`src/rtl/reset_seq.sv`:
```
// Purpose : board reset sequencer; drives PORESET/HRESET in order after power-up, reset request or watchdog.
// Latency : request edge reaches the FSM 3 clk after the input rises, so POR is entered on edge 4.
// Backpress: none; request edges that arrive outside RUN are dropped, never queued.
//
// Ports:
//   clk, rst_n        - system clock, async active-low reset
//   ce                - slow tick; sequence counters advance only when high
//   pwr_ok            - power good (async, active-high)
//   reset_req         - reset request from the upstream latch (async, active-high)
//   wdt_req           - watchdog reset request (async, active-high)
//   poreset_n         - SoC power-on reset, active-low, registered
//   hreset_n          - SoC hard reset, active-low, registered
//   in_reset          - high whenever the sequencer is not in RUN, registered
//   cause[1:0]        - last reset source: 00 power-on, 01 reset_req, 10 watchdog
module reset_seq #(
    parameter logic [7:0] POR_TICKS  = 8'd20,
    parameter logic [7:0] HRST_TICKS = 8'd10
) (
    input  logic       clk,
    input  logic       rst_n,
    input  logic       ce,
    input  logic       pwr_ok,
    input  logic       reset_req,
    input  logic       wdt_req,
    output logic       poreset_n,
    output logic       hreset_n,
    output logic       in_reset,
    output logic [1:0] cause
);

    typedef enum logic [1:0] {
        S_OFF  = 2'd0,
        S_POR  = 2'd1,
        S_HRST = 2'd2,
        S_RUN  = 2'd3
    } state_t;

    localparam logic [1:0] CAUSE_POR = 2'b00;
    localparam logic [1:0] CAUSE_REQ = 2'b01;
    localparam logic [1:0] CAUSE_WDT = 2'b10;

    // Synchronisers and edge detectors
    logic r_pwr_m, r_pwr_s;
    logic r_req_m, r_req_s, r_req_d, r_req_edge;
    logic r_wdt_m, r_wdt_s, r_wdt_d, r_wdt_edge;

    always_ff @(posedge clk or negedge rst_n) begin
        if (!rst_n) begin
            r_pwr_m    <= 1'b0;
            r_pwr_s    <= 1'b0;
            r_req_m    <= 1'b0;
            r_req_s    <= 1'b0;
            r_req_d    <= 1'b0;
            r_req_edge <= 1'b0;
            r_wdt_m    <= 1'b0;
            r_wdt_s    <= 1'b0;
            r_wdt_d    <= 1'b0;
            r_wdt_edge <= 1'b0;
        end else begin
            r_pwr_m    <= pwr_ok;
            r_pwr_s    <= r_pwr_m;
            r_req_m    <= reset_req;
            r_req_s    <= r_req_m;
            r_req_d    <= r_req_s;
            // Registered single-cycle pulse on a synchronised rising edge
            r_req_edge <= r_req_s & ~r_req_d;
            r_wdt_m    <= wdt_req;
            r_wdt_s    <= r_wdt_m;
            r_wdt_d    <= r_wdt_s;
            r_wdt_edge <= r_wdt_s & ~r_wdt_d;
        end
    end

    // FSM state and registered outputs
    state_t     r_state;
    logic [7:0] r_cnt;
    logic [1:0] r_cause;
    logic       r_poreset_n, r_hreset_n, r_in_reset;

    state_t     w_state_nxt;
    logic [7:0] w_cnt_nxt;
    logic [1:0] w_cause_nxt;
    logic       w_poreset_n_nxt, w_hreset_n_nxt, w_in_reset_nxt;

    // State register
    always_ff @(posedge clk or negedge rst_n) begin
        if (!rst_n) begin
            r_state     <= S_OFF;
            r_cnt       <= 8'd0;
            r_cause     <= CAUSE_POR;
            r_poreset_n <= 1'b0;
            r_hreset_n  <= 1'b0;
            r_in_reset  <= 1'b1;
        end else begin
            r_state     <= w_state_nxt;
            r_cnt       <= w_cnt_nxt;
            r_cause     <= w_cause_nxt;
            r_poreset_n <= w_poreset_n_nxt;
            r_hreset_n  <= w_hreset_n_nxt;
            r_in_reset  <= w_in_reset_nxt;
        end
    end

    // Next-state logic. Power loss overrides everything; the exit compare
    // is evaluated every clk so a tick count of zero still costs one cycle.
    always_comb begin
        w_state_nxt = r_state;
        w_cnt_nxt   = r_cnt;
        w_cause_nxt = r_cause;
        if (!r_pwr_s) begin
            w_state_nxt = S_OFF;
            w_cnt_nxt   = 8'd0;
        end else begin
            case (r_state)
                S_OFF: begin
                    w_state_nxt = S_POR;
                    w_cnt_nxt   = 8'd0;
                    w_cause_nxt = CAUSE_POR;
                end
                S_POR: begin
                    if (r_cnt == POR_TICKS) begin
                        w_state_nxt = S_HRST;
                        w_cnt_nxt   = 8'd0;
                    end else if (ce) begin
                        w_cnt_nxt = r_cnt + 8'd1;
                    end
                end
                S_HRST: begin
                    if (r_cnt == HRST_TICKS) begin
                        w_state_nxt = S_RUN;
                    end else if (ce) begin
                        w_cnt_nxt = r_cnt + 8'd1;
                    end
                end
                S_RUN: begin
                    if (r_wdt_edge) begin
                        w_state_nxt = S_POR;
                        w_cnt_nxt   = 8'd0;
                        w_cause_nxt = CAUSE_WDT;
                    end else if (r_req_edge) begin
                        w_state_nxt = S_POR;
                        w_cnt_nxt   = 8'd0;
                        w_cause_nxt = CAUSE_REQ;
                    end
                end
                default: begin
                    w_state_nxt = S_OFF;
                    w_cnt_nxt   = 8'd0;
                end
            endcase
        end
    end

    // Outputs decoded from the next state so pins move on the same edge as the state
    always_comb begin
        w_poreset_n_nxt = (w_state_nxt == S_HRST) || (w_state_nxt == S_RUN);
        w_hreset_n_nxt  = (w_state_nxt == S_RUN);
        w_in_reset_nxt  = (w_state_nxt != S_RUN);
    end

    assign poreset_n = r_poreset_n;
    assign hreset_n  = r_hreset_n;
    assign in_reset  = r_in_reset;
    assign cause     = r_cause;

endmodule

```
`config.mk`:
```
export PLATFORM = sky130hd
export DESIGN_NAME = reset_seq
export DESIGN_NICKNAME = d
export VERILOG_FILES = /design/src/rtl/reset_seq.sv
export SDC_FILE = /design/constraint.sdc
export NUM_CORES = 1
export LEC_CHECK = 0
export ABC_AREA = 1
export BUFFER_PORTS_ARGS = -buffer_cell sky130_fd_sc_hd__buf_2
export CORE_MARGIN = 2
export CORE_UTILIZATION = 57
export DETAILED_ROUTE_END_ITERATION = 8
export GPL_TIMING_DRIVEN = 0
export PLACE_DENSITY = 0.84
export SLEW_MARGIN = 30
export SYNTH_ARGS = -nofsm -noshare
export SYNTH_HDL_FRONTEND = slang
export SYNTH_SLANG_ARGS = --single-unit
```
`constraint.sdc`:
```
create_clock -name clk -period 1.75 [get_ports clk]
set_input_delay 0.4375 -clock clk [delete_from_list [all_inputs] [get_ports clk]]
set_output_delay 0.4375 -clock clk [all_outputs]
set_load 0.02 [all_outputs]
```
## Word-level counts from Yosys, hierarchy flattened

Index checks and enable logic that the tools add are counted.

| storage, ports and cells | value |
|---|---|
| register bits | 25 |
| word-level logic and storage cells | 53 |
| output and inout port bits | 5 |

| cells by class | value |
|---|---|
| add/subtract/negate cells | 1 |
| equal/unequal tests | 11 |
| reduce and logical (&&, ||, !) cells | 5 |
| mux-type cells | 16 |
| bitwise gates (word level) | 4 |

Operators by type and width:

| kind | number |
|---|---|
| $mux 8 | 6 |
| $pmux 8 s4 | 1 |
| $mux 2 | 7 |
| $add 8x1->8 const B | 1 |
| $eq 2x2->1 const B | 4 |
| $eq 8x4->1 const B | 1 |
| $eq 8x5->1 const B | 1 |
| $pmux 2 s4 | 1 |
| $ne 3x3->1 const B | 2 |
| $ne 4x4->1 const B | 1 |
| $pmux 2 s2 | 1 |
| $reduce_and 3->1 | 1 |
| $and 1x1->1 | 2 |
| $eq 2x1->1 const B | 1 |
| $logic_not 2->1 | 1 |
| $ne 2x2->1 const B | 1 |
| $not 1->1 | 2 |
| $reduce_and 2->1 | 1 |
| $reduce_bool 2->1 | 1 |
| $logic_or 1x1->1 | 1 |

## Logic depth before layout (Yosys ltp)

| logic depth | value |
|---|---|
| word-level depth | 6 |
| depth in mapped cells | 11 |
| depth with buffers taken out | 11 |

## Least setup slack after synthesis

No wires, ideal clock.

| timing | value |
|---|---|
| kind | flip-flop to flip-flop |
| start | register r_state[0] |
| end | register r_cnt[1] |
| setup time | 0.119 ns |
| data required time | 1.631 ns |
| cell stages (with the launch flop) | 11 |
| slack | 0.325 ns |
| arrival time | 1.306 ns |
| buffers on the path | 1 |
| path through | dfrtp_1 inv_1 ha_1 nand2_1 nor2_1 nand2_1 nand2_2 nand2_4 buf_6 a21oi_1 nor2_1 |

| between the ends | value |
|---|---|
| cells in the longest elaborated chain, start to end | 3 |

Ends and longest elaborated chain:

| what | line | text |
|---|---|---|
| start: declaration | 75 | `state_t r_state;` |
| start signal: assignment | 95 | `r_state <= w_state_nxt;` |
| $eq 2x2->1 (tied with other cells) | 114 | `case (r_state)` |
| $pmux 8 s4 (tied with other cells) | 114 |  |
| $mux 8 or $reduce_and 2->1 (tied branches) | -- |  |
| end signal: assignment | 96 | `r_cnt <= w_cnt_nxt;` |
| end: declaration | 76 | `logic [7:0] r_cnt;` |

Parallel ways exist; a longest one is shown, timed or not.
A chain may end at the register's enable or synchronous reset.

## Worst setup path in the final report

| timing | value |
|---|---|
| start | register r_state[0] |
| end | register r_cnt[4] |

The elaborated chain is that of the path after synthesis.

==> results.toml <==
[yosys]
synth.top_cell.area_share = 0.494
async_reset_ff_frac = 1.00
synthFlopType = "dfrtp_1"
synth.area.top_cells = "dfrtp_1, nand2_1, ha_1"
synth_area_sq_um = 1220
syn_nets = 158
syn_avg_cell_area_sq_um = 8.50
yosysMostFrequentCell = "nand2_1"
synth_cells = 143
yosys_warnings = 0
synth_top_area_cell = "dfrtp_1"
synth_seq_cells = 25
synth_commonest_cells = "nand2_1, dfrtp_1, nor2_1"
synth_edf_count = 0
yosysSeqAreaShare = 0.515
synth_cell_types = 19

[cts]
cts_buffer_depth = 2
cts.sinks = 25
ctsResizeCount = 0
clkLatencyLatePin_ns = 0.33
hold_buffers = 0
ctsRootBufferMaster = "clkbuf_4"
h-tree-depth = 1
cts_tree = "done"
clk_pin_slew_ns = 0.14
cts_made_buffers = 3

[global_routing]
grtUsageTotal = 0.191
grt_antenna_before_repair = 0
grt_first_pass_wirelength_um = 3630
overflow = 0
grt_pass1_vias = 890
grt_max_degree = 26

[detailed_routing]
drt-total-wl_um = 1950
vias_per_cell = 4.91
wl_per_cell_um = 10.5
route.antenna.remaining_nets = 0
firstDrtPassIters = 4
dr_total_vias = 914
drt_iter0_markers = 16
drc = 0

[floorplan]
die_h_um = 50.2
io_pins = 11
num_rows = 16
initial_core_util = 0.614
die_x_um = 50.2
fp.coreArea_sq_um = 1980
dieArea_sq_um = 2520

[timing]
worst_pin_slew_ns = 0.527
finalSetupViolCount = 0
finalCriticalPeriod_ns = 1.57
layout_setup_ws_ns = 0.179
final-hold-violation-count = 0
fmax_mhz = 637
fin_skew_ns = 0.00299
slew_viol_final = 0
slew_headroom = 0.649
period_share = 0.897

[critical_path]
r2r_setup_slack_ns = 0.18
cp-start-kind = "flop"
crit_path_top_delay_cell = "dfrtp_1"
cp.arrival_ns = 1.81
required_ns = 1.99
cp-end-kind = "flop"
criticalPathCategory = "flop to flop"
critPathMaxStageDelay_ns = 0.43
crit_chain = "inv_1 > ha_1 > nand2_1 > nor2_1 > nand2_1 > nand2_2 > nand2_4 > buf_6 > a21oi_1 > nor2_1"
cp_max_fo = 10

[place]
preCtsSetupSlack_ns = 0.180
dp_cells = 180
numPortBuffers = 10
globalplace.congestion = 0.835
dp_hpwl_um = 1470

[cells_and_area]
postLayoutCoreUtil = 0.679
largest_reg_flops = 8
syn2layout_area_growth_pct = 10.7
num-fill-cells = 168
instances_no_fill = 186
seq_area_sq_um = 627
drive_gt1_frac = 0.157
multiInputGateArea_sq_um = 499
regMostFlops = "r_cnt"
final_nets = 175
diodes = 0

[run]
cap_violations = 0

[pwr]
worst_ir_drop_vdd_uv = 790
p_leak_nw = 0.704
p_per_area_nw_per_um2 = 694
power_w = 0.000935

[status]
status = "complete, no violations"

[worst_hold_path]
hold_class = "input port to async pin"
## kinds of logic (layout without fill, tap and decap cells)
| family | after synthesis | after routing | share of synthesized area |
|---|---|---|---|
| flip-flops | 25 | 25 | 0.515 |
| adder cells (fa/ha/maj) | 9 | 9 | 0.0926 |
| buffers and inverters | 22 | 38 | 0.0741 |
| AND/OR/NAND/NOR | 74 | 74 | 0.254 |
| AO/OA/AOI/OAI | 13 | 13 | 0.0638 |
## metal layers
metal | vias to the layer above | global-route usage | part of all wire
li1 | 470 | - | -
met1 | 422 | 0.221 | 0.43
met2 | 17 | 0.336 | 0.51
met3 | 5 | 0.0357 | 0.037
met4 | 0 | 0.0972 | 0.021
met5 | - | 0 | 0
## power breakdown
group | internal, W | switching [W]
clock | 0.0000934 | 0.000185
sequential | 0.000592 | 0.00000839
combinational | 0.0000203 | 0.0000355
total | 0.000706 | 0.000229
## final timing paths
path	start	to	depth (start not counted)
setup reg to reg	r_state[0]	r_cnt[4]	10
hold reg to reg	r_pwr_m	r_pwr_s	0
max in group asynchronous	rst_n	in_reset	1
min in group clk	wdt_req	r_wdt_m	1
setup / recovery	r_state[0]	r_cnt[4]	10
hold / removal	rst_n	hreset_n	1
## through the flow
stage	cell area, sq um	hold WS (ns)	TNS (ns)
2_1_floorplan	1220	0.142	0
3_5_place_dp	1300	0.335	0
6_report	1350	0.0556	0
4_1_cts	1330	0.0634	0
3_3_place_gp	1300	0.333	0
5_1_grt	1350	0.0931	-0.00967
## placed cells by master, fill, tap and decap left out, drive strengths merged
cell type	n
nand3	8
buf	13
nor3	2
nand2	42
a21oi	6
nor2	21
clkbuf	3
ha	9
o41ai	1
o21ai	4
a21boi	2
nor3b	1
inv	22
dfrtp	24
dfstp	1
## area by class of cell
class / instances / share of cell area
Sequential cell: 25 / 0.466
Clock inverter: 1 / 0.00651
Inverter: 21 / 0.0586
Tap cell: 27 / 0.0251
Multi-Input combinational cell: 96 / 0.371
Timing Repair Buffer: 12 / 0.0483
Buffer: 1 / 0.00836
Clock buffer: 3 / 0.0167
## critical path: cells and delay by family (launching register included)
family                     cells  cell delay, ns
buffers and inverters          2            0.28
DFF                            1            0.43
adders and majority gates      1            0.18
AOI/OAI and AO/OA              1            0.13
and+or+nand+nor                6            0.44
## what timing repair did
item,4_1_cts,5_1_grt
endpoints found under the setup margin,0,4
endpoints found under the hold margin,0,0
buffers inserted,0,2
(Power assumes the default switching activity.)
